## src/rtl/lb_pkg.sv

```systemverilog
// Shared helpers for the disparity line buffer: window sizing and the
// tap-to-bank mapping used by the output mux.
package lb_pkg;

    localparam int unsigned LB_DEF_DWIDTH = 7;
    localparam int unsigned LB_DEF_ROWS   = 2;
    localparam int unsigned LB_DEF_WIN_W  = (LB_DEF_ROWS + 1) * LB_DEF_DWIDTH;

    function automatic int unsigned win_width(input int unsigned rows,
                                              input int unsigned dwidth);
        return (rows + 1) * dwidth;
    endfunction

    // Bank holding row n-k, given the write pointer at accept time;
    // k == rows lands on row_ptr itself (read-first old content).
    function automatic int unsigned bank_idx(input int unsigned row_ptr,
                                             input int unsigned k,
                                             input int unsigned rows);
        return (row_ptr + rows - (k % rows)) % rows;
    endfunction

endpackage

```

## src/rtl/lb_bank_ram.sv

```systemverilog
// One line-buffer bank: simple dual-port, read-first, registered output.
// The output register is cleared by reset; the array is not.
module lb_bank_ram #(
    parameter int unsigned DWIDTH = 7,
    parameter int unsigned AWIDTH = 8,
    parameter int unsigned WORDS  = 256
) (
    input  logic              clk,
    input  logic              rst,
    input  logic              en_i,
    input  logic              we_i,
    input  logic [AWIDTH-1:0] addr_i,
    input  logic [DWIDTH-1:0] d_i,
    output logic [DWIDTH-1:0] q_o
);

    logic [DWIDTH-1:0] mem [WORDS];
    logic [DWIDTH-1:0] q_q;

    always_ff @(posedge clk) begin
        if (en_i && we_i) begin
            mem[addr_i] <= d_i;
        end
    end

    always_ff @(posedge clk or negedge rst) begin
        if (!rst) begin
            q_q <= '0;
        end else if (en_i) begin
            q_q <= mem[addr_i];
        end
    end

    assign q_o = q_q;

endmodule

```

## src/rtl/disp_line_buffer.sv

```systemverilog
// ROWS-deep circular line buffer: emits a vertical window of ROWS+1 taps per
// accepted raster pixel, with a mask marking taps that exist in this frame.
module disp_line_buffer
    import lb_pkg::*;
#(
    parameter int unsigned DWIDTH = 7,
    parameter int unsigned COLS   = 256,
    parameter int unsigned AWIDTH = 8,
    parameter int unsigned ROWS   = 2
) (
    input  logic                                 clk,
    input  logic                                 rst,
    input  logic                                 in_valid,
    output logic                                 in_ready,
    input  logic                                 in_sof,
    input  logic [DWIDTH-1:0]                    in_data,
    output logic                                 out_valid,
    input  logic                                 out_ready,
    output logic [win_width(ROWS, DWIDTH)-1:0]   out_data,
    output logic [ROWS-1:0]                      out_mask,
    output logic [AWIDTH-1:0]                    out_col,
    output logic                                 out_eol
);

    localparam int unsigned WIN_W = win_width(ROWS, DWIDTH);
    localparam int unsigned PW    = (ROWS > 1) ? $clog2(ROWS) : 1;
    localparam int unsigned SW    = $clog2(ROWS + 1);

    logic              acc;
    logic              last;
    logic [AWIDTH-1:0] col_q, col_cur, col_d;
    logic [PW-1:0]     row_ptr_q, rp_cur, rp_d;
    logic [SW-1:0]     rows_seen_q, rs_cur, rs_d;
    logic [ROWS-1:0]   mask_d;

    logic              out_valid_q;
    logic [DWIDTH-1:0] d0_q;
    logic [ROWS-1:0]   mask_q;
    logic [AWIDTH-1:0] col_out_q;
    logic              eol_q;
    logic [PW-1:0]     rp_out_q;
    logic [PW-1:0]     sel;

    logic [DWIDTH-1:0] bank_q [ROWS];

    assign in_ready = !out_valid_q || out_ready;
    assign acc      = in_valid && in_ready;

    // sof overrides all position state for the pixel that carries it
    assign col_cur = in_sof ? '0 : col_q;
    assign rp_cur  = in_sof ? '0 : row_ptr_q;
    assign rs_cur  = in_sof ? '0 : rows_seen_q;
    assign last    = (col_cur == AWIDTH'(COLS - 1));

    always_comb begin
        col_d  = last ? '0 : col_cur + AWIDTH'(1);
        rp_d   = rp_cur;
        rs_d   = rs_cur;
        mask_d = '0;
        if (last) begin
            rp_d = (rp_cur == PW'(ROWS - 1)) ? '0 : rp_cur + PW'(1);
            if (rs_cur != SW'(ROWS)) begin
                rs_d = rs_cur + SW'(1);
            end
        end
        for (int unsigned k = 1; k <= ROWS; k++) begin
            mask_d[k-1] = (rs_cur >= SW'(k));
        end
    end

    always_ff @(posedge clk or negedge rst) begin
        if (!rst) begin
            col_q       <= '0;
            row_ptr_q   <= '0;
            rows_seen_q <= '0;
            out_valid_q <= 1'b0;
            d0_q        <= '0;
            mask_q      <= '0;
            col_out_q   <= '0;
            eol_q       <= 1'b0;
            rp_out_q    <= '0;
        end else begin
            if (in_ready) begin
                out_valid_q <= in_valid;
            end
            if (acc) begin
                col_q       <= col_d;
                row_ptr_q   <= rp_d;
                rows_seen_q <= rs_d;
                d0_q        <= in_data;
                mask_q      <= mask_d;
                col_out_q   <= col_cur;
                eol_q       <= last;
                rp_out_q    <= rp_cur;
            end
        end
    end

    for (genvar g = 0; g < ROWS; g++) begin : g_bank
        lb_bank_ram #(
            .DWIDTH(DWIDTH),
            .AWIDTH(AWIDTH),
            .WORDS (COLS)
        ) u_bank (
            .clk   (clk),
            .rst   (rst),
            .en_i  (acc),
            .we_i  (rp_cur == PW'(g)),
            .addr_i(col_cur),
            .d_i   (in_data),
            .q_o   (bank_q[g])
        );
    end

    // Bank selection uses the pointer captured with the pixel, so the taps
    // stay aligned with the registered read data through a stall.
    always_comb begin
        out_data                = '0;
        sel                     = '0;
        out_data[DWIDTH-1:0]    = d0_q;
        for (int unsigned k = 1; k <= ROWS; k++) begin
            sel = PW'(bank_idx(32'(rp_out_q), k, ROWS));
            out_data[k*DWIDTH +: DWIDTH] = bank_q[sel];
        end
    end

    assign out_valid = out_valid_q;
    assign out_mask  = mask_q;
    assign out_col   = col_out_q;
    assign out_eol   = eol_q;

    logic unused_ok;
    assign unused_ok = &{1'b0, WIN_W[0]};

endmodule
```

## config.mk

```make
export PLATFORM = sky130hd
export DESIGN_NAME = disp_line_buffer
export DESIGN_NICKNAME = d
export VERILOG_FILES = /design/src/rtl/lb_pkg.sv /design/src/rtl/lb_bank_ram.sv /design/src/rtl/disp_line_buffer.sv
export SDC_FILE = /design/constraint.sdc
export NUM_CORES = 2
export LEC_CHECK = 0
export ABC_AREA = 1
export CORE_AREA = 4 4 647 649
export DETAILED_ROUTE_END_ITERATION = 10
export DIE_AREA = 0 0 651 653
export PLACE_DENSITY = 0.55
export SETUP_SLACK_MARGIN = 0.05
export SYNTH_ARGS = -nofsm -noshare
export SYNTH_HDL_FRONTEND = slang
export SYNTH_HIERARCHICAL = 1
export SYNTH_SLANG_ARGS = --single-unit
```

## constraint.sdc

```tcl
create_clock -name clk -period 6.37 [get_ports clk]
set_clock_uncertainty 0.2 [all_clocks]
set_input_delay 0.9555 -clock clk [delete_from_list [all_inputs] [get_ports clk]]
set_output_delay 0.9555 -clock clk [all_outputs]
set_load 0.1 [all_outputs]
```

==> run metrics <==
min Tclk post-route=4.49 ns; DP Worst Slack=0.936 ns; core area=0.413 mm^2; VDD IR-drop max=0.000245 V; Crit Path Max Fanout=13; synthesis-to-layout area growth=12.6%; DRT iter0 DRCs=10.0k; Max Clock Freq=223 MHz; Final Setup Violations=0; WP data arrival=4.88 ns; flop2flop setup slack=2.18 ns; clock tree buffer depth=4; Final Cell Area=0.167 mm^2; CTS tree=yes; Setup crit end kind=flip-flop; outcome=finished clean; routability cong.=0.838; Starting Density=35.9%; placed instance count=18.5k; Netlist Area Pre-Place=0.148 mm^2; Post-synth EDFFs=3584; Mapped Avg Cell Area=11.0 um^2; H-tree levels=5; Lkg Pwr=61.1 nW; drt wl/cell=22.6 um; GRT Total Usage=19.9%; Core Rows=236; leading area contributor after synthesis=edfxtp_1; I/O Pins=46; Synth Instances=13.4k; Syn Nets=13.5k; TritonCTS Buffers=374; post-route ant nets=0; Final WS setup=1.88 ns; pwr dens=326 mW/mm^2; Die ar.=0.425 mm^2; CP required=6.75 ns; area post-placement=0.155 mm^2; TritonCTS sink count=3629; top-count cell post-synth=nand2_1; fin. max-slew vios=0; yosys warns=6; nets=13.4k; Fin Setup TNS=0 ns; total chip power=54.5 mW; Die Ht=653 um; later-pin clock latency in the skew report=0.93 ns; Routed WL=433000 um; RSZ-0062 raised after global routing=false; first-pass detailed-route iteration total=8; first-pass GRT wire length=636000 um; initial antenna violation count=10; normalized max-slew margin=19.6%; share of post-route cells with drive strength above 1=5.83%; non-filler cells, final=19.1k; post-CTS setup buffers=0; Max Cap Violations=0; Reg clk slew, reported paths=0.06 ns; # DRC=0; start-to-end type of the worst setup path=in -> reg; Worst-Margin Slew=1.21 ns; Final Util=40.4%; Hold WC Path Type=in -> reg; GRT overflow=0; Detailed Place HPWL=246000 um; fill count=39.2k; WHS=0.260 ns; synth cell count leaders=6523 x nand2_1, 3584 x edfxtp_1, 1133 x nor2_1; share of the synthesized area in the top cell type=72.6%; Final Hold Fails=0; post-synthesis sequential area ratio=73.4%; Die X=651 um; Async SR Flop Fraction=1.24%; Tcrit/Tclk final=70.5%; Main synth FF type=edfxtp_1; Seq cells post-synth=3629; Vias=97.0k; vias in the first global route=93.0k; largest net degree at the start of global routing=179; Port-buffer cells=45; synth top area cells=edfxtp_1 73%, nand2_1 17%, nor2_1 2.9%, nand3_1 2.4%, nand4_1 1.2%; via/cell ratio=5.07; crit path launch type=primary input; Synth cell types=28; CTS root buffer=clkbuf_16
cells in the final DEF, fill, tap and decap left out, drive strengths merged, types with 3 or more instances in the layout:
cell type,instances
inv,113
nand3,703
buf,240
nor3,4
clkinv,169
bufinv,23
nor2,1141
ha,3
nand4,291
nand2,6524
dfrtp,45
edfxtp,3584
clkdlybuf4s50,37
clkinvlp,7
diode,5
o21ai,172
a21oi,131
clkbuf,465
registers in the layout, summed over array words and instances, names as in the netlist:
name	flops
out_eol	1
rp_out_q	1
rows_seen_q	2
g_bank.u_bank/q_o	14
out_col	8
out_mask	2
col_q	8
row_ptr_q	1
d0_q	7
g_bank.u_bank/mem	3584
out_valid	1
routing by layer:
layer	part of all wire (%)	vias up	global-route usage, %
li1	-	45106	-
met1	44	47877	28.2
met2	46	3408	31.4
met3	7.4	600	3.04
met4	3.3	2	6.28
met5	0.0046	-	0
area by class of cell:
| cell class | count | area, um^2 | share of cell area [%] |
|---|---|---|---|
| Tap cell | 5474 | 6850 | 4.10 |
| Multi-Input combinational cell | 8973 | 35900 | 21.5 |
| Timing Repair Buffer | 278 | 3230 | 1.94 |
| Clock buffer | 465 | 9700 | 5.81 |
| Inverter | 108 | 443 | 0.265 |
| Clock inverter | 204 | 1940 | 1.16 |
| Sequential cell | 3629 | 109000 | 65.2 |
| Antenna cell | 5 | 12.5 | 0.00750 |
final timing paths:
kind                                 startpoint                                endpoint  cells after the start
setup / recovery                         in_sof   g_bank[0].u_bank/mem[35][4]$_DFFE_PP_                     10
hold / removal                       in_data[1]   g_bank[1].u_bank/mem[53][1]$_DFFE_PP_                      1
setup reg to reg           col_q[3]$_DFFE_PN0P_  g_bank[1].u_bank/mem[139][6]$_DFFE_PP_                     10
hold reg to reg             d0_q[2]$_DFFE_PN0P_                     d0_q[2]$_DFFE_PN0P_                      2
max in group asynchronous                   rst     g_bank[1].u_bank/q_o[4]$_DFFE_PN0P_                      3
min in group asynchronous                   rst                  out_col[6]$_DFFE_PN0P_                      3
critical path, cell delays in order:
cell and delay [ns]:
clkdlybuf4s50_1 0.70, inv_2 0.21, nand2_1 0.21, inv_1 0.34, nor2_4 0.50, inv_1 0.18, nor2_1 0.21, nand2_2 0.52
buf_4 0.40, nor2_1 0.60
logic make-up (layout without fill, tap and decap cells):
group,Yosys count,in the layout,share of synthesized area (%)
AND/OR/NAND/NOR,8663,8663,23.1
adder cells (fa/ha/maj),3,3,0.0253
other,0,5,0
flip-flops,3629,3629,73.4
AO/OA/AOI/OAI,306,306,1.04
XOR/XNOR,1,1,0.00591
buffers and inverters,845,1055,2.44
timing repair:
action	in CTS	in global routing
hold endpoints to repair	45	0
resized for setup	0	0
hold buffers	1	0
power by group:
group	switching, mW	total (mW)	internal [mW]
combinational	5.37	6.95	1.58
sequential	0.152	26.4	26.3
clock	9.27	21.1	11.8
Note: power is estimated with default switching activity, not from simulation.
